[src/rtl/shadow_chain_unloader.sv]
// shadow_chain_unloader: requests a shadow-chain dump, packs the serial
// bit stream into WORD_W-bit words (first bit in LSB) and buffers them in a
// show-ahead FIFO drained by a valid/ready consumer.
module shadow_chain_unloader #(
  parameter int unsigned WORD_W     = 32,
  parameter int unsigned FIFO_DEPTH = 8,
  parameter int unsigned CNT_W      = 16,
  parameter int unsigned TIMEOUT    = 1024
) (
  input  logic              sh_clk,
  input  logic              sh_rst,
  input  logic              start,
  output logic              dump_en,
  input  logic              ch_out,
  input  logic              ch_out_vld,
  input  logic              ch_out_done,
  output logic [WORD_W-1:0] word_data,
  output logic              word_valid,
  input  logic              word_ready,
  output logic              busy,
  output logic              done,
  output logic [CNT_W-1:0]  bit_count,
  output logic              overflow,
  output logic              timeout
);

  localparam int unsigned IdxW  = (WORD_W > 1) ? $clog2(WORD_W) : 1;
  localparam int unsigned PtrW  = (FIFO_DEPTH > 1) ? $clog2(FIFO_DEPTH) : 1;
  localparam int unsigned FcntW = PtrW + 1;
  localparam int unsigned IdleW = $clog2(TIMEOUT + 1);

  localparam logic [IdxW-1:0]  IdxLast  = IdxW'(WORD_W - 1);
  localparam logic [FcntW-1:0] FifoFull = FcntW'(FIFO_DEPTH);
  localparam logic [IdleW-1:0] IdleMax  = IdleW'(TIMEOUT);

  typedef enum logic [1:0] {StIdle, StCollect, StFlush, StDone} state_e;

  state_e            state_q, state_d;
  logic [IdxW-1:0]   idx_q, idx_d;
  logic [WORD_W-1:0] sreg_q, sreg_d;
  logic [CNT_W-1:0]  bcnt_q, bcnt_d;
  logic [IdleW-1:0]  idle_q, idle_d;
  logic              overflow_q, overflow_d;
  logic              timeout_q, timeout_d;

  // Word assembly / FIFO request
  logic [WORD_W-1:0] word_bits;
  logic [WORD_W-1:0] push_data;
  logic              push;
  logic              idle_hit;

  // FIFO storage and pointers
  logic [WORD_W-1:0] mem [FIFO_DEPTH];
  logic [PtrW-1:0]   wr_ptr_q, rd_ptr_q;
  logic [FcntW-1:0]  fcnt_q;
  logic [WORD_W-1:0] hold_q;
  logic              fifo_full;
  logic              pop;
  logic              do_push;

  assign fifo_full = (fcnt_q == FifoFull);
  assign pop       = word_valid && word_ready;
  // A same-cycle pop frees the slot, so a full FIFO can still accept.
  assign do_push   = push && (!fifo_full || pop);

  // Control state register and dump bookkeeping.
  always_ff @(posedge sh_clk or posedge sh_rst) begin
    if (sh_rst) begin
      state_q    <= StIdle;
      idx_q      <= '0;
      sreg_q     <= '0;
      bcnt_q     <= '0;
      idle_q     <= '0;
      overflow_q <= 1'b0;
      timeout_q  <= 1'b0;
    end else begin
      state_q    <= state_d;
      idx_q      <= idx_d;
      sreg_q     <= sreg_d;
      bcnt_q     <= bcnt_d;
      idle_q     <= idle_d;
      overflow_q <= overflow_d;
      timeout_q  <= timeout_d;
    end
  end

  // Next-state logic: start handling, bit capture, word push, end-of-dump.
  always_comb begin
    state_d    = state_q;
    idx_d      = idx_q;
    sreg_d     = sreg_q;
    bcnt_d     = bcnt_q;
    idle_d     = idle_q;
    overflow_d = overflow_q;
    timeout_d  = timeout_q;
    word_bits  = sreg_q;
    push_data  = sreg_q;
    push       = 1'b0;
    idle_hit   = 1'b0;

    unique case (state_q)
      StIdle, StDone: begin
        if (start) begin
          state_d    = StCollect;
          idx_d      = '0;
          sreg_d     = '0;
          bcnt_d     = '0;
          idle_d     = '0;
          overflow_d = 1'b0;
          timeout_d  = 1'b0;
        end
      end
      StCollect: begin
        if (ch_out_vld) begin
          word_bits[idx_q] = ch_out;
          if (bcnt_q != '1) bcnt_d = bcnt_q + CNT_W'(1);
          if (idx_q == IdxLast) begin
            push      = 1'b1;
            push_data = word_bits;
            sreg_d    = '0;  // keep upper bits clean for a later partial word
            idx_d     = '0;
          end else begin
            sreg_d = word_bits;
            idx_d  = idx_q + IdxW'(1);
          end
        end
        if (ch_out_vld || ch_out_done) begin
          idle_d = '0;
        end else begin
          idle_d   = idle_q + IdleW'(1);
          idle_hit = (idle_d == IdleMax);
        end
        if (idle_hit) timeout_d = 1'b1;
        // idx_d already reflects a coincident final bit.
        if (ch_out_done || idle_hit) begin
          state_d = (idx_d != '0) ? StFlush : StDone;
        end
      end
      StFlush: begin
        push      = 1'b1;
        push_data = sreg_q;
        sreg_d    = '0;
        idx_d     = '0;
        state_d   = StDone;
      end
    endcase

    if (push && !do_push) overflow_d = 1'b1;
  end

  // FIFO storage; contents need no reset since validity is tracked by fcnt_q.
  always_ff @(posedge sh_clk) begin
    if (do_push) mem[wr_ptr_q] <= push_data;
  end

  // FIFO pointers, occupancy and last-popped word.
  always_ff @(posedge sh_clk or posedge sh_rst) begin
    if (sh_rst) begin
      wr_ptr_q <= '0;
      rd_ptr_q <= '0;
      fcnt_q   <= '0;
      hold_q   <= '0;
    end else begin
      if (do_push) wr_ptr_q <= wr_ptr_q + PtrW'(1);
      if (pop) begin
        rd_ptr_q <= rd_ptr_q + PtrW'(1);
        hold_q   <= mem[rd_ptr_q];
      end
      if (do_push && !pop) begin
        fcnt_q <= fcnt_q + FcntW'(1);
      end else if (pop && !do_push) begin
        fcnt_q <= fcnt_q - FcntW'(1);
      end
    end
  end

  // Outputs decoded from registered state.
  always_comb begin
    dump_en    = (state_q == StCollect);
    busy       = (state_q == StCollect) || (state_q == StFlush);
    done       = (state_q == StDone);
    word_valid = (fcnt_q != '0);
    // When empty, show the last word handed out rather than stale storage.
    word_data  = word_valid ? mem[rd_ptr_q] : hold_q;
    bit_count  = bcnt_q;
    overflow   = overflow_q;
    timeout    = timeout_q;
  end

endmodule

[config.mk]
export PLATFORM = sky130hd
export DESIGN_NAME = shadow_chain_unloader
export DESIGN_NICKNAME = d
export VERILOG_FILES = /design/src/rtl/shadow_chain_unloader.sv
export SDC_FILE = /design/constraint.sdc
export NUM_CORES = 1
export LEC_CHECK = 0
export ABC_AREA = 1
export ABC_CLOCK_PERIOD_IN_PS = 3200
export BUFFER_PORTS_ARGS = -buffer_cell sky130_fd_sc_hd__buf_2
export CAP_MARGIN = 0
export CORE_ASPECT_RATIO = 0.9
export CORE_UTILIZATION = 35
export CTS_CLUSTER_DIAMETER = 120
export CTS_CLUSTER_SIZE = 25
export DETAILED_ROUTE_END_ITERATION = 10
export PLACE_DENSITY = 0.57
export SYNTH_ARGS = -nofsm -noshare
export SYNTH_HDL_FRONTEND = slang
export SYNTH_SLANG_ARGS = --single-unit
[constraint.sdc]
create_clock -name sh_clk -period 3.2 [get_ports sh_clk]
set_input_delay 0.16 -clock sh_clk [delete_from_list [all_inputs] [get_ports sh_clk]]
set_output_delay 0.16 -clock sh_clk [all_outputs]
set_load 0.01 [all_outputs]
Word-level counts from Yosys, hierarchy flattened
Memory sizes are Yosys's and may differ from the RTL's.
Index checks and enable logic that the tools add are counted.
Widths: inputs -> output; s select.
{"block": "totals", "register_bits": 110, "ram_bits": 256, "out_inout_bits": 54, "memories": 1}
{"name": "mem", "words": 8, "word_bits": 32, "read_ports": 1, "rd_ports_with_merged_regs": 0, "wr": 1, "line": "53", "rtl": "logic [WORD_W-1:0] mem [FIFO_DEPTH];"}
{"block": "op_classes", "n_addsub": 7, "magnitude_cmp": 2, "n_eq_ne": 12, "n_mux": 41, "n_reduce_logical": 27}
{"cell": "$mux 32", "count": 7}
{"cell": "$pmux 32 s3", "count": 1}
{"cell": "$mux 16", "count": 3}
{"cell": "$bwmux 32", "count": 1}
{"cell": "$pmux 16 s2", "count": 1}
{"cell": "$mux 11", "count": 2}
{"cell": "$pmux 11 s2", "count": 1}
{"cell": "$mux 5", "count": 4}
{"cell": "$add 16x1->16 const B", "count": 1}
{"cell": "$ne 16x16->1 const B", "count": 1}
{"cell": "$pmux 5 s3", "count": 1}
{"cell": "$mux 1", "count": 12}
{"cell": "$add 11x1->11 const B", "count": 1}
{"cell": "$eq 11x11->1 const B", "count": 1}
{"cell": "$mux 4", "count": 2}
{"cell": "$ne 2x1->1 const B", "count": 4}
{"cell": "$reduce_and 2->1", "count": 4}
{"cell": "$reduce_bool 2->1", "count": 4}
{"cell": "$add 3x1->3 const B", "count": 2}
{"cell": "$logic_and 1x1->1", "count": 6}
{"cell": "$lt 5x6->1 const B", "count": 1}
{"cell": "$pmux 2 s3", "count": 1}
{"cell": "$add 5x1->5 const B", "count": 1}
{"cell": "$demux 1 s5", "count": 1}
{"cell": "18 further kinds", "count": 26}

Longest topological paths before layout
{"block": "depth", "depth_word": 9, "depth_mapped": 20, "mapped_depth_nobuf": 19}

Worst setup path after synthesis
OpenSTA, ideal clock, no wires.
{"block": "synth_timing", "kind": "reg2reg", "from": "reg idx_q[0]", "to": "mem mem[1][0], enable pin", "setup_time_ns": 0.421, "arrival_time_ns": 2.992, "slack_ns": -0.213, "path_stages_with_launch": 14, "cell_sequence": "dfrtp_1 -> ha_1 -> inv_1 -> nor2_1 -> ha_1 -> nand2_2 -> nor2_2 -> inv_2 -> buf_6 -> nand2_4 -> nand2_2 -> nor2_4 -> nand2_1 -> nor2_1"}
{"block": "synth_via", "elab_chain_cells": 7}
{"item": "start: declaration", "line": "39", "rtl": "logic [IdxW-1:0] idx_q, idx_d;"}
{"item": "start signal: assignment", "line": "78", "rtl": "idx_q <= idx_d;"}
{"item": "$eq 5x5->1", "line": "117", "rtl": "if (idx_q == IdxLast) begin"}
{"item": "$mux 1", "line": "117"}
{"item": "$mux 1", "line": "114", "rtl": "if (ch_out_vld) begin"}
{"item": "$pmux 1 s2", "line": "101", "rtl": "unique case (state_q)"}
{"item": "$logic_and 1x1->1", "line": "64", "rtl": "assign do_push = push && (!fifo_full || pop);"}
{"item": "via do_push", "line": "59", "rtl": "logic do_push;"}
{"item": "$mux 1", "line": "153", "rtl": "if (do_push) mem[wr_ptr_q] <= push_data;"}
{"item": "$mux 1 (implied by the code)", "line": "153"}
{"item": "end: declaration", "line": "53"}
The timed path passes the listed nets, and every way through them passes these cells.

Final worst setup path
{"block": "layout_timing", "from": "reg idx_q[1]", "to": "reg fcnt_q[3]"}
{"block": "layout_via", "elab_chain_cells": 8}
{"item": "$eq 5x5->1 *", "line": "117"}
{"item": "$mux 1 *", "line": "117"}
{"item": "$mux 1 *", "line": "114"}
{"item": "$pmux 1 s2 *", "line": "101"}
{"item": "$logic_and 1x1->1 *", "line": "64"}
{"item": "via do_push", "line": "59"}
{"item": "$logic_not 1->1", "line": "171", "rtl": "end else if (pop && !do_push) begin"}
{"item": "$logic_and 1x1->1", "line": "171"}
{"item": "$reduce_bool 2->1 (no source line)"}
{"item": "end signal: assignment", "line": "170", "rtl": "fcnt_q <= fcnt_q + FcntW'(1);"}
{"item": "end signal: assignment", "line": "172", "rtl": "fcnt_q <= fcnt_q - FcntW'(1);"}
{"item": "end: declaration", "line": "55", "rtl": "logic [FcntW-1:0] fcnt_q;"}
The timed path passes the listed nets; every way through them passes the cells marked *.
A chain may end at the register's enable or synchronous reset.

==> summary.md <==
| Metric | Value |
|---|---|
| Outcome | finished, final reports clean |
| Met3 Resource Use GR | 2.62% |
| Ys flop type | edfxtp_1 |
| Slowest stage cell, crit path | dfrtp_1 |
| Fill count | 4323 |
| Post-synthesis instance area | 16000 um2 |
| Sequential fraction of the synthesis area | 65.3% |
| Highest-count cells in the layout ignoring fill and taps | 267 x nand2_1, 256 x edfxtp_1, 229 x o21ai_0, 173 x nor2_1, 109 x dfrtp_1 |
| Layout Nets | 1547 |
| Commonest non-fill, non-tap cell in the layout | nand2_1 |
| ANT cells | 0 |
| I/O pins | 61 |
| GPL Wtd Cong | 0.802 |
| CP startpoint | idx_q[1]$_DFFE_PP0P_ |
| Clk slew on worst S/H paths | 100 ps |
| Global-route wire length before repair | 61400 um |
| Fin cells | 2134 |
| Share of power burned in registers | 42.3% |
| DR WL/cell | 18.4 um |
| Final hold violation count | 0 |
| Number of core rows | 73 |
| Placed insts | 2100 |
| CP max stage delay | 410 ps |
| Crit Reg-Reg Startpoint | idx_q[1]$_DFFE_PP0P_ |
| P_int | 8.46 mW |
| HPWL Detailed | 22500 um |
| Vias in the first global route | 10400 |
| CP Cell Sequence | ha_1, inv_1, nor2_1, ha_1, nand2_2, nor2_2, inv_2, nand2_4, nand2_2, nor2_4, ha_1, inv_1, ha_1, a21o_1, a21oi_1, nor2_1, nor2_1, nand2_1, xor2_1 |
| Global route hottest layer | met2 |
| Placed inst area | 17100 um2 |
| Post-route ant nets | 0 |
| Synth Register Bits | 366 |
| Vias | 11000 |
| Area growth from synthesis to layout | 10.6% |
| Effective utilization at floorplan | 35.9% |
| Total core area | 44600 um2 |
| Clock Path Buffers | 3 |
| Worst path arrival time | 3380 ps |
| Slew Viols, Final | 0 |
| Largest net degree at the start of global routing | 130 |
| Sw power | 5.51 mW |
| Chip Height | 205 um |
| Crit. End Element | flop |
| WP data required | 3610 ps |
| Slew headroom | 38.7% |
| # DRC | 0 |
| Worst VDD drop | 429 uV |
| GRT Total Usage | 17.0% |
| Die area | 46500 um2 |
| Area of the multi-input gates | 4890 um2 |
| Clock root buffer | clkbuf_16 |
| Crit path to | fcnt_q[3]$_DFFE_PP0P_ |
| FF/Latch Area | 10400 um2 |
| Inserted Clock Buffers | 18 |
| Syn nets | 1527 |
| Initial DRC count | 847 |
| Asr flop ratio synth | 30.1% |
| Cells on worst reg2reg path | 19 |
| Crit path top cell by count | ha_1 |
| FF-to-FF setup slack | 230 ps |
| Post-synth EDFFs | 256 |
| Die Wd | 227 um |
| Clock share of power | 18.9% |
| Layout cells sized above 1 | 9.39% |
| PortBufs | 60 |
| PwrDens | 790 nW/um2 |
| Critical path startpoint category | flop |
| Combinational share of power | 38.8% |
| HP Class | input pin to flop |
| Design Area, Final | 17700 um2 |
| Clock sink count | 366 |
| Post-Syn Area per Cell | 10.6 um2 |
| Worst setup path class | flop to flop |
| Hold slack final | 42.4 ps |
| Post-route minimum period | 2970 ps |
| Vias/cell | 5.17 |
| Tcrit/Tclk final | 92.7% |
| Crit path max fanout | 6 |
| Met1 Track Usage GR | 24.8% |
| Fmax | 337 MHz |
| Global route overflow | 0 |
| Final setup viols | 0 |
| Worst-margin pin slew | 910 ps |
| CTS tree | yes |
| TNS Setup | 0 ps |
| Aggregate routed wire length | 39200 um |
| GR Util met2 | 27.2% |
| Number of cells produced by synthesis | 1503 |
| H-tree depth | 1 |
| FF-to-FF End | fcnt_q[3]$_DFFE_PP0P_ |
| Initial antenna violation count | 3 |
| LEAKAGE | 6.36 nW |
| Drt pass-1 iters | 5 |
| Max Cap Viol | 0 |
| Worst skew pair latency | 540 ps |
| Tot Pwr | 14.0 mW |
| Netlist cell types | 38 |
| Yosys warnings | 0 |
| Worst Skew | 25.9 ps |
| Switch share | 39.4% |
-- power groups by stage --
| stage | Clock, mW | Combinational (mW) | Sequential (mW) |
|---|---|---|---|
| floorplan | 0 | 3.51 | 5.95 |
| global placement | 0 | 5.39 | 6.00 |
| detailed placement | 0 | 5.48 | 6.02 |
| CTS | 2.72 | 5.49 | 5.91 |
| global route | 2.86 | 6.06 | 5.97 |
| finish | 2.64 | 5.42 | 5.91 |
-- synth_stat cells (2+ instances only) --
| cell | n | share of area [%] |
|---|---|---|
| nand2_1 | 268 | 6.3 |
| edfxtp_1 | 256 | 48 |
| o21ai_0 | 229 | 7.2 |
| nor2_1 | 178 | 4.2 |
| dfrtp_1 | 110 | 17 |
| inv_1 | 81 | 1.9 |
| o221ai_1 | 64 | 3.5 |
| clkbuf_1 | 63 | 1.5 |
| o21ai_1 | 42 | 1.3 |
| o22ai_1 | 40 | 1.6 |
| nand3_1 | 32 | 1.0 |
| buf_2 | 25 | 0.78 |
| a21oi_1 | 16 | 0.50 |
| ha_1 | 16 | 1.3 |
| xor2_1 | 15 | 0.82 |
| a31oi_1 | 13 | 0.51 |
| nor3_1 | 12 | 0.38 |
| inv_2 | 8 | 0.19 |
| nor2_2 | 7 | 0.27 |
| nand4_1 | 4 | 0.16 |
| xnor2_1 | 4 | 0.22 |
| nor3_2 | 3 | 0.19 |
| nand2_2 | 2 | 0.078 |
-- worst max-delay path: cells and delay by family, from the launching register on --
family / cells / cell delay, ps
flip-flops: 1 / 410
buffers and inverters: 3 / 200
AO/OA/AOI/OAI: 2 / 330
AND/OR/NAND/NOR: 9 / 870
XOR/XNOR: 1 / 140
adder cells (fa/ha/maj): 4 / 910
-- how the worst min path moves through the flow --
stage	startpoint	end	slack, ps	cells after the start
finish	ch_out_done	state_q[1]$_DFFE_PP0P_	40	5
global route	ch_out_done	state_q[1]$_DFFE_PP0P_	50	5
CTS	ch_out_done	state_q[1]$_DFFE_PP0P_	20	5
floorplan	word_ready	rd_ptr_q[2]$_DFFE_PP0P_	340	2
detailed placement	sh_rst	hold_q[27]$_DFFE_PP0P_	300	2
global placement	sh_rst	hold_q[27]$_DFFE_PP0P_	290	2
-- cell families after synthesis --
kind of cell    Yosys count  share of synthesized area (%)
simple gates            512                           13.0
compound gates          408                           14.8
flops                   366                           65.3
buf+inv                 180                           4.49
xor+xnor                 19                           1.04
fa+ha+maj                17                           1.38
mux                       1                         0.0704
-- per-layer routing --
layer	routed length, um	vias up
met2	17800	261
met5	25	-
met3	2070	29
met4	460	4
met1	18800	5407
li1	-	5335
-- per-stage QoR --
step	utilization, %	setup slack, ps
after floorplan	-	-213
after global placement	38.4	280
after detailed placement	38.4	270
after CTS	39.6	233
after global routing	39.7	-3.05
final	39.7	233
-- registers in the layout, indices dropped and copies added (netlist names) --
name       flops
timeout        1
bit_count     16
overflow       1
fcnt_q         4
mem          256
sreg_q        32
hold_q        32
rd_ptr_q       3
state_q        2
idx_q          5
wr_ptr_q       3
idle_q        11
-- timing repair --
item | CTS | global route
endpoints found under the hold margin | 43 | 0
gates resized for setup | 0 | 0
buffers inserted | 0 | 1
hold buffers | 2 | 0
endpoints found under the setup margin | 0 | 1
-- cell type report --
cell class                 instances  area share, %
sequential                       366           59.1
multi-input combinational        957           27.7
inverter                          90           1.95
timing repair buffer              90           3.99
tap                              600           4.25
clock inverter                     3          0.304
clock buffer                      28           2.76
Power figures use the tool's default switching activity.
